==> src/rtl/r2sdf_stage.sv <==
// Radix-2 single-path delay-feedback DIF butterfly stage with twiddle ROM address output.
// Optional macro R2SDF_SCALE_EN: halve sum/difference (floor) instead of saturating them.
module r2sdf_stage #(
  parameter int N     = 64,
  parameter int STAGE = 0,
  parameter int WIDTH = 16,
  parameter int FRAC  = 10
) (
  input  logic                    clk,
  input  logic                    rst_n,
  input  logic                    in_valid,
  input  logic signed [WIDTH-1:0] in_re,
  input  logic signed [WIDTH-1:0] in_im,
  output logic [5:0]              tw_addr,
  input  logic signed [WIDTH-1:0] tw_re,
  input  logic signed [WIDTH-1:0] tw_im,
  output logic                    out_valid,
  output logic                    out_sof,
  output logic signed [WIDTH-1:0] out_re,
  output logic signed [WIDTH-1:0] out_im
);

  localparam int D  = N >> (STAGE + 1);
  localparam int CW = $clog2(2 * D);
  localparam int AW = (D > 1) ? $clog2(D) : 1;
  localparam int PW = 2 * WIDTH + 1;

  localparam logic signed [WIDTH-1:0] SMAX = {1'b0, {(WIDTH-1){1'b1}}};
  localparam logic signed [WIDTH-1:0] SMIN = {1'b1, {(WIDTH-1){1'b0}}};
  localparam logic signed [PW-1:0]    RND  = PW'(1) << (FRAC - 1);

  // Streaming handshake: in_valid qualifies in_re/in_im for one cycle, there is no
  // back-pressure; out_valid qualifies out_re/out_im/out_sof one cycle later.

  logic [CW-1:0]           cnt;
  logic                    primed;
  logic                    phase_b;
  logic [AW-1:0]           ptr;
  logic signed [WIDTH-1:0] buf_re [1 << AW];
  logic signed [WIDTH-1:0] buf_im [1 << AW];
  logic signed [WIDTH-1:0] head_re, head_im;
  logic signed [WIDTH:0]   sum_re, sum_im, dif_re, dif_im;
  logic signed [2*WIDTH-1:0] p_ac, p_bd, p_ad, p_bc;
  logic signed [PW-1:0]    mul_re, mul_im;

  function automatic logic signed [WIDTH-1:0] bfly_reduce(input logic signed [WIDTH:0] v);
`ifdef R2SDF_SCALE_EN
    bfly_reduce = v[WIDTH:1];
`else
    if (v[WIDTH] != v[WIDTH-1]) bfly_reduce = v[WIDTH] ? SMIN : SMAX;
    else                        bfly_reduce = v[WIDTH-1:0];
`endif
  endfunction

  function automatic logic signed [WIDTH-1:0] round_sat(input logic signed [PW-1:0] v);
    logic signed [PW-1:0] r;
    r = (v + RND) >>> FRAC;
    if (r > PW'(SMAX))      round_sat = SMAX;
    else if (r < PW'(SMIN)) round_sat = SMIN;
    else                    round_sat = r[WIDTH-1:0];
  endfunction

  // The buffer pointer is the low part of cnt, so a reset realigns both together.
  assign phase_b = cnt[CW-1];
  assign ptr     = AW'(cnt & CW'(D - 1));
  assign tw_addr = phase_b ? 6'd0 : (6'(ptr) << STAGE);
  assign head_re = buf_re[ptr];
  assign head_im = buf_im[ptr];

  always_comb begin
    sum_re = (WIDTH+1)'(head_re) + (WIDTH+1)'(in_re);
    sum_im = (WIDTH+1)'(head_im) + (WIDTH+1)'(in_im);
    dif_re = (WIDTH+1)'(head_re) - (WIDTH+1)'(in_re);
    dif_im = (WIDTH+1)'(head_im) - (WIDTH+1)'(in_im);
    p_ac   = (2*WIDTH)'(head_re) * (2*WIDTH)'(tw_re);
    p_bd   = (2*WIDTH)'(head_im) * (2*WIDTH)'(tw_im);
    p_ad   = (2*WIDTH)'(head_re) * (2*WIDTH)'(tw_im);
    p_bc   = (2*WIDTH)'(head_im) * (2*WIDTH)'(tw_re);
    mul_re = PW'(p_ac) - PW'(p_bd);
    mul_im = PW'(p_ad) + PW'(p_bc);
  end

  always_ff @(posedge clk) begin
    if (!rst_n) begin
      cnt       <= '0;
      primed    <= 1'b0;
      out_valid <= 1'b0;
      out_sof   <= 1'b0;
      out_re    <= '0;
      out_im    <= '0;
    end else begin
      out_valid <= 1'b0;
      out_sof   <= 1'b0;
      if (in_valid) begin
        cnt <= cnt + CW'(1);
        if (cnt == CW'(D - 1)) primed <= 1'b1;
        out_valid <= phase_b | primed;
        out_sof   <= (cnt == CW'(D));
        if (phase_b | primed) begin
          out_re <= phase_b ? bfly_reduce(sum_re) : round_sat(mul_re);
          out_im <= phase_b ? bfly_reduce(sum_im) : round_sat(mul_im);
        end
      end
    end
  end

  // Phase A stores the raw input; phase B replaces it with the difference a - b.
  always_ff @(posedge clk) begin
    if (rst_n && in_valid) begin
      buf_re[ptr] <= phase_b ? bfly_reduce(dif_re) : in_re;
      buf_im[ptr] <= phase_b ? bfly_reduce(dif_im) : in_im;
    end
  end

endmodule

==> config.mk <==
export PLATFORM = sky130hd
export DESIGN_NAME = r2sdf_stage
export DESIGN_NICKNAME = d
export VERILOG_FILES = /design/src/rtl/r2sdf_stage.sv
export SDC_FILE = /design/constraint.sdc
export NUM_CORES = 2
export LEC_CHECK = 0
export ABC_AREA = 1
export BUFFER_PORTS_ARGS = -buffer_cell sky130_fd_sc_hd__buf_4
export CORE_UTILIZATION = 66
export DETAILED_ROUTE_END_ITERATION = 16
export PLACE_DENSITY = 0.83
export REMOVE_ABC_BUFFERS = 1
export SLEW_MARGIN = 20
export SYNTH_ARGS = -nofsm -noshare
export SYNTH_HDL_FRONTEND = slang
export SYNTH_SLANG_ARGS = --single-unit
export TNS_END_PERCENT = 1
==> constraint.sdc <==
create_clock -name clk -period 31.4 [get_ports clk]
set_input_delay 7.85 -clock clk [delete_from_list [all_inputs] [get_ports clk]]
set_output_delay 7.85 -clock clk [all_outputs]
set_load 0.05 [all_outputs]
Word level (Yosys, flattened, before mapping)
Memories as Yosys holds them, arrays and structs flattened. A register that Yosys moved wholly into a read port is not among the register bits.
Cells that the tools add are included.
Cells by class
  mux-type cells: 25
  $mul: 4
  add/subtract/negate cells: 9
  eq/ne operators: 6
  bitwise operators: 1
  shift-type cells: 0
  reductions and logical operators: 4
  div/mod/pow operators: 0
  $lt $le $gt $ge: 4
Operators by type and width (count)
  two-way mux 16 bit: 18
  multiplier 16 x 16 -> 32 bit: 4
  adder 33 x 11 -> 33 bit (second input constant): 2
  greater-than comparator 23 x 16 -> 1 bit (second input constant): 2
  < comparator 23 x 16 -> 1 bit (second input constant): 2
  adder 16 x 16 -> 17 bit: 2
  subtractor 16 x 16 -> 17 bit: 2
  adder 32 x 32 -> 33 bit: 1
  subtractor 32 x 32 -> 33 bit: 1
  two-way mux 5 bit: 5
  adder 6 x 1 -> 6 bit (second input constant): 1
  == test 6 x 5 -> 1 bit (second input constant): 1
  == test 6 bit (second input constant): 1
  AND reduction 2 bit: 3
  != test 1 bit: 4
  two-way mux 1 bit: 2
  logical AND 1 bit: 1
  OR 1 bit: 1
Word-level totals
  flip-flop bits (word level): 41
  memory bits (writable): 1024
  memories kept: 2
  latch bits: 0
  word-level logic and storage cells: 61
  bits in read-only memories: 0
  output and inout port bits: 40
  input port bits: 67
Memories
  buf_im: depth 32, width 16, rd ports 1, clocked after Yosys merged registers in 1, write ports 1, RTL line 40  | logic signed [WIDTH-1:0] buf_im [1 << AW];
  buf_re: depth 32, width 16, rd ports 1, clocked after Yosys merged registers in 1, write ports 1, RTL line 39  | logic signed [WIDTH-1:0] buf_re [1 << AW];

Depth between registers and ports, before layout
  depth in word-level cells: 7
  mapped depth: 52
  depth with buffers taken out: 46

Worst setup path before layout
Ideal clock, no wire load.
  kind: input-to-reg
  start: input port tw_im[0]
  end: register out_re[9]
  data required time: 31268 ps
  library setup time: 132 ps
  arrival time: 15695 ps
  path buffers: 2
  stages on the path: 30
  slack: 15573 ps
  path through: clkbuf_1 inv_1 nor2_1 inv_1 fa_1 inv_1 fa_1 fa_1 fa_1 fa_1 fa_1 inv_1 fa_1 inv_1 fa_1 inv_1 ha_1 inv_1 nor3_1 a2111oi_0 nand2_1 nand2_1 nand3_1 nor2_1 nand2_1 a21oi_4 buf_4 nand2_1 nand3_1 a21oi_1
On the way
  word-level cells in the longest chain between the ends: 7
RTL lines
  start: declaration: RTL line 16  | input logic signed [WIDTH-1:0] tw_im,
  multiplier 16 x 16 -> 32 bit *: RTL line 76  | p_bd = (2*WIDTH)'(head_im) * (2*WIDTH)'(tw_im);
  subtractor 32 x 32 -> 33 bit *: RTL line 79  | mul_re = PW'(p_ac) - PW'(p_bd);
  adder 33 x 11 -> 33 bit *: RTL line 57  | r = (v + RND) >>> FRAC;
  < comparator 23 x 16 -> 1 bit: RTL line 59  | else if (r < PW'(SMIN)) round_sat = SMIN;
  two-way mux 16 bit: RTL line 59
  two-way mux 16 bit *: RTL line 58  | if (r > PW'(SMAX)) round_sat = SMAX;
  two-way mux 16 bit *: RTL line 100  | out_re <= phase_b ? bfly_reduce(sum_re) : round_sat(mul_re);
  end signal: assignment: RTL line 100
  end: declaration: RTL line 19  | output logic signed [WIDTH-1:0] out_re,
Every way passes the cells marked *; elsewhere a longest branch is shown, timed or not.
A chain may end at the register's enable or synchronous reset.

Worst setup path after layout
  start: input port tw_re[4]
  end: register out_im[9]
On the way
  word-level cells in the longest chain between the ends: 7
RTL lines
  start: declaration: RTL line 15  | input logic signed [WIDTH-1:0] tw_re,
  multiplier 16 x 16 -> 32 bit *: RTL line 78  | p_bc = (2*WIDTH)'(head_im) * (2*WIDTH)'(tw_re);
  adder 32 x 32 -> 33 bit *: RTL line 80  | mul_im = PW'(p_ad) + PW'(p_bc);
  adder 33 x 11 -> 33 bit *: RTL line 57
  < comparator 23 x 16 -> 1 bit: RTL line 59
  two-way mux 16 bit: RTL line 59
  two-way mux 16 bit *: RTL line 58
  two-way mux 16 bit *: RTL line 101  | out_im <= phase_b ? bfly_reduce(sum_im) : round_sat(mul_im);
  end signal: assignment: RTL line 101
  end: declaration: RTL line 20  | output logic signed [WIDTH-1:0] out_im
Marks and branches as above.

==> results.md <==
* Hold buffers post-CTS at 0
* Most frequent CP cell: fa_1
* Total clock sinks at 1070
* Critical Path Source Type: primary input
* First DRT Iteration DRCs at 9443
* R2R depth at 34
* RSZ-0062 raised after global routing: false
* Status: finished clean
* Crit path kind: in2reg
* Placer Congestion at 1.00
* Register bit total from synthesis at 1070
* Detailed Routing Iterations Pass 1 at 8
* Sequential share of the synthesized area at 37.2%
* Die area at 130000 sq um
* Worst Hold Class: reg2reg
* Number of H-tree levels at 3
* Fin crit period at 16.29 ns
* Commonest cells after routing, fill and taps aside: 1492 x inv_1, 1223 x nor2_1, 1177 x fa_1
* CTS tree: done
* Layout net count at 9865
* # rows at 131
* Netlist cell types at 57
* Area of the core at 128000 sq um
* Rel. slew slack at 15.6%
* Post-Route WL at 265000 um
* DP HPWL at 176000 um
* EDFF count, synth at 1024
* DR vias/cell at 6.41
* Largest net degree at the start of global routing at 220
* CTS buffer count at 94
* Area Overhead vs Synth at 6.60%
* Slew Viols, Final at 0
* Clock Latency Late Sink at 0.70 ns
* Reg2reg setup slack at 18.71 ns
* WL/cell at 26.5 um
* Clk pin slew, worst setup/hold paths at 0.06 ns
* Asr flop ratio synth at 0%
* HP Start: out_re[7]
* Fin crit share at 51.9%
* Crit. End Element: flip-flop
* Crit path buffers/inverters at 8
* Antenna violations before repair at 13
* Yosys warning count at 0
* GR Overflow Total at 0
* Crit path DAT at 16.83 ns
* Clock Skew at 0.0456 ns
* Slew @ Worst Pin at 1.26 ns
* CP required at 31.94 ns
* Slowest cell on crit path: clkinv_1
* Synth Flop Type: edfxtp_1
* Crit path max fanout at 25
* WHS Path Cells at 2
* F_max at 0.0614 GHz
* Post-CTS Setup Bufs at 0
* Post-route DRC at 0
* Clock Tree Root: clkbuf_16
* Hold Violations, Final at 0
* Max_cap viols at 0
* Vias in the first global route at 65300
* Cells after Synth at 8349
* First-pass GRT wire length at 395000 um
* Top-level I/O count at 107
* Sum of negative setup slack at 0 ns
* Commonest non-fill, non-tap cell in the layout: inv_1
* Worst Hold End: out_re[7]
* Port bufs at 105
* Reg-to-reg endpoint: out_im[9]
* Initial Util at 66.7%
* Post-CTS resize count at 0
* Final ANT Viol Nets at 0
* Delay of the slowest critical-path stage at 0.83 ns
* Utilization after layout at 71.1%
* Die Ht at 361 um
* Final setup viols at 0
* Max clock buf depth at 3
* Ratio of cells with drive above 1 in the final layout at 5.65%
* Vias at 64100
* Cell area after synthesis at 85100 sq um
* Die W at 361 um
* Total GRT Usage at 41.1%
* CP top delay family: adder cells
* Syn Area/Cell at 10.2 sq um
[sequential cells by signal (all words and copies together) (netlist names), named ones only]
name / flops
buf_im: 512
buf_re: 512
cnt: 6
out_im: 16
out_re: 16
out_sof: 1
out_valid: 1
primed: 1
[layer usage]
layer  vias up  global-route usage, %  wire length, um
met2      5315                   59.7           112000
met3      1133                   16.6            46300
li1      26400                      -                -
met5         -                      0              139
met4        20                   20.1            16800
met1     31200                   53.9            89400
[cells by family (layout without fill, tap and decap cells)]
group / count (synthesis) / after routing / synth area share (%)
xor+xnor: 121 / 121 / 1.24
flops: 1070 / 1070 / 37.2
other cells: 1 / 6 / 0.00440
simple gates: 2476 / 2476 / 11.5
compound gates: 1187 / 1187 / 8.21
fa+ha+maj: 1544 / 1544 / 33.1
buf+inv: 1950 / 1932 / 8.81
[worst max path at each step]
stage,cells past startpoint,endpoint,from
after floorplan,34,out_re[11],flip-flop
after global placement,31,out_im[1],tw_re[4]
after detailed placement,31,out_im[9],tw_re[4]
after CTS,31,out_im[9],tw_re[4]
after global routing,31,out_im[11],tw_re[4]
final,31,out_im[9],tw_re[4]
[synth_stat cells, drive strengths merged (60+ instances only)]
library cell	count	area, sq um
clkbuf	311	1170
o22ai	60	375
a21oi	202	1040
nor2	1257	4730
o21ai	634	3180
nand2	943	3580
o221ai	182	1590
buf	103	557
ha	367	4590
xor2	82	718
edfxtp	1024	30700
inv	1504	5650
nand3	219	1120
fa	1177	23600
[worst register-to-register path, delay by kind of cell, from the launching register on]
kind | cells | cell delay [ns]
buffers and inverters | 7 | 3.38
and+or+nand+nor | 9 | 2.00
adders and majority gates | 9 | 4.33
AOI/OAI and AO/OA | 9 | 2.29
DFF | 1 | 0.56
[through the flow]
step	setup slack [ns]	hold WS (ns)	instance area [sq um]	instances
after floorplan	11.19	0.436	83400	7935
after global placement	14.76	0.446	87600	9820
after detailed placement	14.59	0.457	87600	9820
after CTS	15.25	0.467	90700	9993
after global routing	14.75	0.486	90800	9994
final	15.11	0.471	90800	9998
[layout make-up]
| class | instances | area, sq um |
|---|---|---|
| inverter | 1536 | 5790 |
| clock inverter | 60 | 618 |
| clock buffer | 113 | 2490 |
| multi-input combinational | 5329 | 46400 |
| sequential | 1070 | 31700 |
| tap | 1662 | 2080 |
| timing repair buffer | 223 | 1710 |
| fill | 8654 | 36900 |
| antenna | 5 | 12.5 |
Power is not shown: default switching activity piles up to over one toggle a cycle in this logic, so the estimate is an artifact.
